File: src/rtl/alu_mdu.sv
// Execute-stage ALU with optional iterative RV32M multiply/divide.
// Base ops finish at the edge that accepts them; M ops run IDLE -> MUL/DIV -> FIX over XLEN+1 cycles.
module alu_mdu #(
    parameter int XLEN     = 32,
    parameter bit ENABLE_M = 1'b1
) (
    input  logic            clk,
    input  logic            reset,
    input  logic            start,
    input  logic [6:0]      fun7,
    input  logic [2:0]      fun3,
    input  logic [XLEN-1:0] rs1,
    input  logic [XLEN-1:0] rs2,
    output logic [XLEN-1:0] res,
    output logic            zero,
    output logic            neg,
    output logic            busy,
    output logic            done,
    output logic [1:0]      dbg_state
);

    localparam int SW = $clog2(XLEN);

    typedef enum logic [1:0] {S_IDLE, S_MUL, S_DIV, S_FIX} state_t;

    state_t r_state;
    state_t w_next;

    logic [SW-1:0]     r_cnt;
    logic [2:0]        r_fun3;
    logic [XLEN-1:0]   r_a;
    logic [XLEN-1:0]   r_am;
    logic [XLEN-1:0]   r_bm;
    logic [2*XLEN-1:0] r_p;
    logic [XLEN-1:0]   r_q;
    logic [XLEN-1:0]   r_rem;
    logic              r_sneg;
    logic              r_aneg;
    logic              r_div0;

    logic              w_accept;
    logic              w_m_op;
    logic [SW-1:0]     w_shamt;
    logic [XLEN-1:0]   w_base;
    logic              w_a_neg;
    logic              w_b_neg;
    logic [XLEN-1:0]   w_a_mag;
    logic [XLEN-1:0]   w_b_mag;
    logic [XLEN:0]     w_msum;
    logic [XLEN:0]     w_rsh;
    logic [XLEN:0]     w_diff;
    logic [2*XLEN-1:0] w_prod;
    logic [XLEN-1:0]   w_quo;
    logic [XLEN-1:0]   w_remv;
    logic [XLEN-1:0]   w_fix;
    logic              w_unused;

    // Handshake: a request is taken on any rising edge where start=1 and busy=0;
    // completion is the single-cycle done pulse, with res/zero/neg valid from then on.
    assign busy      = (r_state != S_IDLE);
    assign w_accept  = start && (r_state == S_IDLE);
    assign w_m_op    = ENABLE_M && fun7[0];
    assign w_shamt   = rs2[SW-1:0];
    assign dbg_state = r_state;
    assign w_unused  = &{1'b0, fun7[6], fun7[4:1]};

    always_comb begin
        w_base = '0;
        case (fun3)
            3'b000: w_base = fun7[5] ? (rs1 - rs2) : (rs1 + rs2);
            3'b001: w_base = rs1 << w_shamt;
            3'b010: w_base = {{(XLEN-1){1'b0}}, ($signed(rs1) < $signed(rs2))};
            3'b011: w_base = {{(XLEN-1){1'b0}}, (rs1 < rs2)};
            3'b100: w_base = rs1 ^ rs2;
            3'b101: w_base = fun7[5] ? $unsigned($signed(rs1) >>> w_shamt) : (rs1 >> w_shamt);
            3'b110: w_base = rs1 | rs2;
            default: w_base = rs1 & rs2;
        endcase
        // M-group encodings without the multiplier/divider retire as a zero result.
        if (fun7[0]) w_base = '0;
    end

    // Signedness: MULH/MULHSU take rs1 signed, MULH takes rs2 signed, DIV/REM take both.
    assign w_a_neg = rs1[XLEN-1] && (fun3[2] ? !fun3[0] : (fun3[1:0] == 2'b01 || fun3[1:0] == 2'b10));
    assign w_b_neg = rs2[XLEN-1] && (fun3[2] ? !fun3[0] : (fun3[1:0] == 2'b01));
    assign w_a_mag = w_a_neg ? -rs1 : rs1;
    assign w_b_mag = w_b_neg ? -rs2 : rs2;

    assign w_msum = {1'b0, r_p[2*XLEN-1:XLEN]} + (r_p[0] ? {1'b0, r_am} : {(XLEN+1){1'b0}});
    assign w_rsh  = {r_rem, r_q[XLEN-1]};
    assign w_diff = w_rsh - {1'b0, r_bm};

    assign w_prod = r_sneg ? -r_p : r_p;
    assign w_quo  = r_sneg ? -r_q : r_q;
    assign w_remv = r_aneg ? -r_rem : r_rem;

    always_comb begin
        w_fix = '0;
        case (r_fun3)
            3'b000:          w_fix = w_prod[XLEN-1:0];
            3'b001, 3'b010,
            3'b011:          w_fix = w_prod[2*XLEN-1:XLEN];
            3'b100, 3'b101:  w_fix = r_div0 ? '1 : w_quo;
            default:         w_fix = r_div0 ? r_a : w_remv;
        endcase
    end

    always_comb begin
        w_next = r_state;
        case (r_state)
            S_IDLE:        if (w_accept && w_m_op) w_next = fun3[2] ? S_DIV : S_MUL;
            S_MUL, S_DIV:  if (r_cnt == SW'(XLEN-1)) w_next = S_FIX;
            default:       w_next = S_IDLE;
        endcase
    end

    always_ff @(posedge clk) begin
        if (reset) r_state <= S_IDLE;
        else       r_state <= w_next;
    end

    always_ff @(posedge clk) begin
        if (reset) begin
            res    <= '0;
            zero   <= 1'b1;
            neg    <= 1'b0;
            done   <= 1'b0;
            r_cnt  <= '0;
            r_fun3 <= '0;
            r_a    <= '0;
            r_am   <= '0;
            r_bm   <= '0;
            r_p    <= '0;
            r_q    <= '0;
            r_rem  <= '0;
            r_sneg <= 1'b0;
            r_aneg <= 1'b0;
            r_div0 <= 1'b0;
        end else begin
            done <= 1'b0;
            case (r_state)
                S_IDLE: begin
                    if (w_accept && w_m_op) begin
                        r_fun3 <= fun3;
                        r_a    <= rs1;
                        r_am   <= w_a_mag;
                        r_bm   <= w_b_mag;
                        r_p    <= {{XLEN{1'b0}}, w_b_mag};
                        r_q    <= w_a_mag;
                        r_rem  <= '0;
                        r_sneg <= w_a_neg ^ w_b_neg;
                        r_aneg <= w_a_neg;
                        r_div0 <= (rs2 == '0);
                        r_cnt  <= '0;
                    end else if (w_accept) begin
                        res  <= w_base;
                        zero <= (w_base == '0);
                        neg  <= w_base[XLEN-1];
                        done <= 1'b1;
                    end
                end
                S_MUL: begin
                    r_p   <= {w_msum, r_p[XLEN-1:1]};
                    r_cnt <= r_cnt + SW'(1);
                end
                S_DIV: begin
                    // Restoring step: keep the trial difference only when it did not borrow.
                    if (!w_diff[XLEN]) begin
                        r_rem <= w_diff[XLEN-1:0];
                        r_q   <= {r_q[XLEN-2:0], 1'b1};
                    end else begin
                        r_rem <= w_rsh[XLEN-1:0];
                        r_q   <= {r_q[XLEN-2:0], 1'b0};
                    end
                    r_cnt <= r_cnt + SW'(1);
                end
                default: begin
                    res   <= w_fix;
                    zero  <= (w_fix == '0);
                    neg   <= w_fix[XLEN-1];
                    done  <= 1'b1;
                    r_cnt <= '0;
                end
            endcase
        end
    end

endmodule

File: config.mk
export PLATFORM = sky130hd
export DESIGN_NAME = alu_mdu
export DESIGN_NICKNAME = d
export VERILOG_FILES = /design/src/rtl/alu_mdu.sv
export SDC_FILE = /design/constraint.sdc
export NUM_CORES = 2
export LEC_CHECK = 0
export BUFFER_PORTS_ARGS = -buffer_cell sky130_fd_sc_hd__buf_2
export CELL_PAD_IN_SITES_DETAIL_PLACEMENT = 0
export CELL_PAD_IN_SITES_GLOBAL_PLACEMENT = 1
export CORE_MARGIN = 5
export CORE_UTILIZATION = 50
export CTS_CLUSTER_DIAMETER = 200
export CTS_CLUSTER_SIZE = 10
export DETAILED_ROUTE_END_ITERATION = 12
export PLACE_DENSITY = 0.9
export SLEW_MARGIN = 25
export SYNTH_ARGS = -nofsm -noshare
export SYNTH_HDL_FRONTEND = slang
export SYNTH_SLANG_ARGS = --single-unit
File: constraint.sdc
create_clock -name clk -period 12.9 [get_ports clk]
set_input_delay 0.645 -clock clk [delete_from_list [all_inputs] [get_ports clk]]
set_output_delay 0.645 -clock clk [all_outputs]
set_load 0.01 [all_outputs]
After elaboration in Yosys (flattened, before gate mapping)
Index checks and enable logic that the tools add are counted.
{"block": "word_totals", "ff_bits": 272, "in_bits": 77, "output_inout_bits": 38}
{"block": "op_classes", "addsub": 10, "n_lt_le_gt_ge": 2, "eq_ne": 20, "shift": 3, "mux": 41, "n_bitwise": 5, "reduce_logical": 23}
{"op": "$mux W32", "count": 15}
{"op": "$pmux W32 S7", "count": 1}
{"op": "$pmux W32 S2", "count": 3}
{"op": "$mux W64", "count": 2}
{"op": "$neg A32 Y32", "count": 4}
{"op": "$pmux W64 S2", "count": 1}
{"op": "$logic_not A32 Y1", "count": 3}
{"op": "$pmux W32 S3", "count": 1}
{"op": "$lt A32 B32 Y1", "count": 2}
{"op": "$neg A64 Y64", "count": 1}
{"op": "$add A32 B32 Y33", "count": 1}
{"op": "$sub A33 B32 Y33", "count": 1}
{"op": "$add A32 B32 Y32", "count": 1}
{"op": "$and A32 B32 Y32", "count": 1}
{"op": "$or A32 B32 Y32", "count": 1}
{"op": "$shl A32 B5 Y32", "count": 1}
{"op": "$shr A32 B5 Y32", "count": 1}
{"op": "$sshr A32 B5 Y32", "count": 1}
{"op": "$sub A32 B32 Y32", "count": 1}
{"op": "$xor A32 B32 Y32", "count": 1}
{"op": "$eq A3 B3 Y1 const B", "count": 5}
{"op": "$eq A3 B2 Y1 const B", "count": 4}
{"op": "$pmux W5 S2", "count": 1}
{"op": "$mux W1", "count": 9}
{"op": "other kinds (23)", "count": 42}

Depth between registers and ports, before layout
{"block": "depth", "depth_word": 8, "mapped_depth": 19, "ltp_nobuf": 16}

Worst setup path before layout
OpenSTA, ideal clock, no wires.
{"block": "synth_timing", "kind": "input port to flip-flop", "from": "input port rs2[2]", "to": "register zero", "t_arrival_ns": 4.728, "setup_slack_ns": 8.044, "stages": 18, "n_path_buf": 4, "cell_sequence": "buf_1 inv_1 clkbuf_1 clkbuf_1 clkbuf_1 ha_1 nor2b_1 o211ai_1 a2111o_1 a211o_1 a21oi_1 a211oi_1 o32ai_1 mux2_2 a211o_1 and3_1 nand4_1 o211ai_1"}
{"block": "synth_via", "elab_chain_cells": 8, "elab_cells_between_ends": 18}
{"element": "from (decl)", "line_no": "13", "source": "input logic [XLEN-1:0] rs2,"}
{"element": "$add A32 B32 Y32, or another cell as far along", "line_no": "70", "source": "3'b000: w_base = fun7[5] ? (rs1 - rs2) : (rs1 + rs2);"}
{"element": "$mux W32 (on tied branches)", "line_no": "70, 75"}
{"element": "$pmux W32 S7 *", "line_no": "69", "source": "case (fun3)"}
{"element": "$mux W32 *", "line_no": "80", "source": "if (fun7[0]) w_base = '0;"}
{"element": "$logic_not A32 Y1 *", "line_no": "157", "source": "zero <= (w_base == '0);"}
{"element": "$mux W1 *", "line_no": "155", "source": "end else if (w_accept) begin"}
{"element": "$mux W1 *", "line_no": "143", "source": "if (w_accept && w_m_op) begin"}
{"element": "$pmux W1 S2 *", "line_no": "141", "source": "case (r_state)"}
{"element": "to (signal assigned)", "line_no": "157"}
{"element": "to (signal assigned)", "line_no": "179", "source": "zero <= (w_fix == '0);"}
{"element": "to (decl)", "line_no": "15", "source": "output logic zero,"}
Every way passes the cells marked *; elsewhere a longest branch is shown, timed or not. The select of a mux whose other input is x is not followed.
A chain may end at the register's enable or synchronous reset.

Worst setup path after layout
{"block": "layout_timing", "from": "input port rs2[1]", "to": "register zero"}
Same word-level chain as after synthesis.

==> reports/metrics.cfg <==
[clock_network]
cts_resized=0
cts_setup_buffers=0
numClockSinks=270
cts-root-buf=clkbuf_16
clkTransAtPathRegs_ns=0.06
tritoncts=yes
insertion_delay_ns=0.60
h-tree-depth=1
cts_buffers=31
cts_buffer_depth=3
cts_hold_buf=0

[logic_synthesis]
yosys.area_share.simple=0.238
synth-warning-count=0
synth_nets=4442
synth_area_um2=29600
synth_edf_count=0
avgSynthCellArea_um2=7.07
ys_ff_latch=270
synthesis.instances=4185
synth_ff_type=dfxtp_1
synth-xor-area-share=0.0654
yosysMostFrequentCell=nand2_1
synth_mux_area_frac=0.0852
synth_common_cells=532 x nand2_1, 438 x nor2_1, 399 x a21oi_1, 304 x o21ai_0, 270 x dfxtp_1
synthTopCellsByArea=dfxtp_1 18%, ha_1 7.4%, a21oi_1 6.8%, nand2_1 6.8%, nor2_1 5.6%
synth_area_leader_cell=dfxtp_1
yosysTopAreaCellShare=0.183
yosysSeqAreaShare=0.183
synth_top_family_by_area=compound AO/OA/AOI/OAI gates
synth_compound_area_frac=0.287
synth_fa_ha_area_frac=0.0772
synthArstFlopShare=0
ys_types=94

[drt]
num_vias=33500
wl_per_cell_um=29.8
met3_length_mm=16.1
wl_mm=145
firstDrtPassIters=8
met2_length_mm=61.3
avgViaCountPerCell=6.90
first_iter_violations=4749
highest_layer=met5
wl_met1_mm=54.6
post-route-drc-count=0
antenna_left=0

[layout]
stdcell_area_um2=31300
layout.nets=4330
drive_gt1_frac=0.0903
nFillCells=5915
postLayoutCoreUtil=0.533
area_growth_pct=5.92

[place]
place_area_um2=30500
gp_congestion=1.06
dp_hpwl_mm=108
pre_cts_slack_ns=7.13
port_buffers=109

[sta]
rsz0062_at_grt=false
maxSlewHeadroom=0.167
worst_hold_slack_ns=0.423
hold_viol=0
setup_viol=0
finalCritPeriodShare=0.427
finalSetupTns_ns=0
max_freq_ghz=0.181
timing.final.ws_setup_ns=7.39
worst_clock_skew_ns=0.0168
period_needed_ns=5.51
worst_pin_slew_ns=1.24
final-max-slew-violation-count=0

[floorplanning]
core_area_um2=58800
rows=89
num_io_pins=115
die_x_um=253
chipHeight_um=253
die_area_um2=64100
start_util=0.503

[worst_setup_path]
startpoint_type=primary input
cp-end-kind=register
path_max_fanout=67
cp.arrival_ns=6.03
worstPathRequired_ns=13.41
path_class=primary input to register

[global_routing]
grt_pass1_wl_mm=207
antenna_found_initial=7
overflow=0
groute.usage.overall=0.428
grt_max_degree=76
grt_pass1_vias=30500

[pwr]
vdd_drop_max_v=0.000143
p_switching_w=0.00209
power_density_nw_per_um2=134
power_leakage_nw=12.4
p_sw_frac=0.497
power_frac_comb=0.553
power_frac_seq=0.257
power.share.clock=0.190
p_int_w=0.00211

[job]
cap_viol_max_count=0

[hold_path]
hold_class=primary input to register

[outcome]
status=complete, no violations

final timing paths:
kind | from | end | slack (ns) | cells after the start
worst max-delay path | rs2[1] | zero$_SDFFE_PP1P_ | 7.39 | 13
worst min-delay path | fun3[0] | r_fun3[0]$_SDFFE_PP0P_ | 0.42 | 3
worst max register to register | r_p[0]$_SDFFE_PP0P_ | zero$_SDFFE_PP1P_ | 7.69 | 15
worst min register to register | res[9]$_SDFFE_PP0P_ | res[9]$_SDFFE_PP0P_ | 0.45 | 2
worst max-delay path, stage by stage:
cell      delay (ns)
buf_4           0.62
buf_4           0.85
mux4_2          0.61
mux2i_1         0.43
o221ai_1        0.35
a22o_1          0.33
a21oi_1         0.19
o31ai_1         0.11
nor4bb_1        0.70
nand4_1         0.29
nor4_1          0.50
nand4_1         0.14
o211ai_1        0.18
registers in the layout, indices dropped and copies added, names as in the netlist:
name / cells
r_q: 32
r_fun3: 3
r_div0: 1
done: 1
r_sneg: 1
r_rem: 32
r_aneg: 1
r_a: 32
r_cnt: 5
r_p: 64
res: 32
dbg_state: 2
r_bm: 32
zero: 1
r_am: 31
metrics by stage:
| step | power, W | std cells |
|---|---|---|
| 2_1_floorplan | 0.00252 | 4185 |
| 3_3_place_gp | 0.00330 | 4812 |
| 3_5_place_dp | 0.00332 | 4813 |
| 4_1_cts | 0.00412 | 4848 |
| 5_1_grt | 0.00437 | 4848 |
| 6_report | 0.00420 | 4853 |
power by group through the flow:
stage,combinational (W),clock (W),sequential [W]
after floorplan,0.00147,0,0.00106
after global placement,0.00222,0,0.00108
after detailed placement,0.00223,0,0.00109
after CTS,0.00224,0.000803,0.00107
after global routing,0.00245,0.000830,0.00109
final,0.00232,0.000797,0.00108
cells by family after synthesis:
kind of cell | count (synthesis)
flip-flops | 270
buffers and inverters | 495
multiplexers | 173
adder cells (fa/ha/maj) | 180
AO/OA/AOI/OAI | 1326
XOR/XNOR | 221
AND/OR/NAND/NOR | 1520
routing by layer:
layer  vias up  GRT usage
met1     15800      0.539
met5         -          0
met4         8      0.286
met2      2186      0.650
met3       591      0.105
li1      14900          -
final cells by class:
type,instances,area [um^2],area share
diodes,5,12.5,0.000399
repair buffers,186,1160,0.0370
inverters,164,616,0.0196
flip-flops and latches,270,5410,0.173
clock buffers,32,779,0.0249
clock inverters,3,47.5,0.00152
multi-input cells,3420,22300,0.713
well taps,773,967,0.0309
layout by cell type (no fill, tap or decap), types with 48 or more instances in the layout:
cell type,Yosys,layout
nor3_1,110,109
ha_1,176,173
o211ai_1,54,54
xnor2_1,147,147
o21ai_0,304,303
a21oi_1,399,397
mux4_2,60,60
xor2_1,74,74
mux2i_1,83,83
o31ai_1,65,65
nand2_1,532,532
a211oi_1,103,103
and2_1,48,48
buf_4,1,79
inv_1,158,158
dfxtp_1,270,268
nand3_1,75,74
buf_2,19,105
nor2_1,438,437
Power figures use the tool's default switching activity.
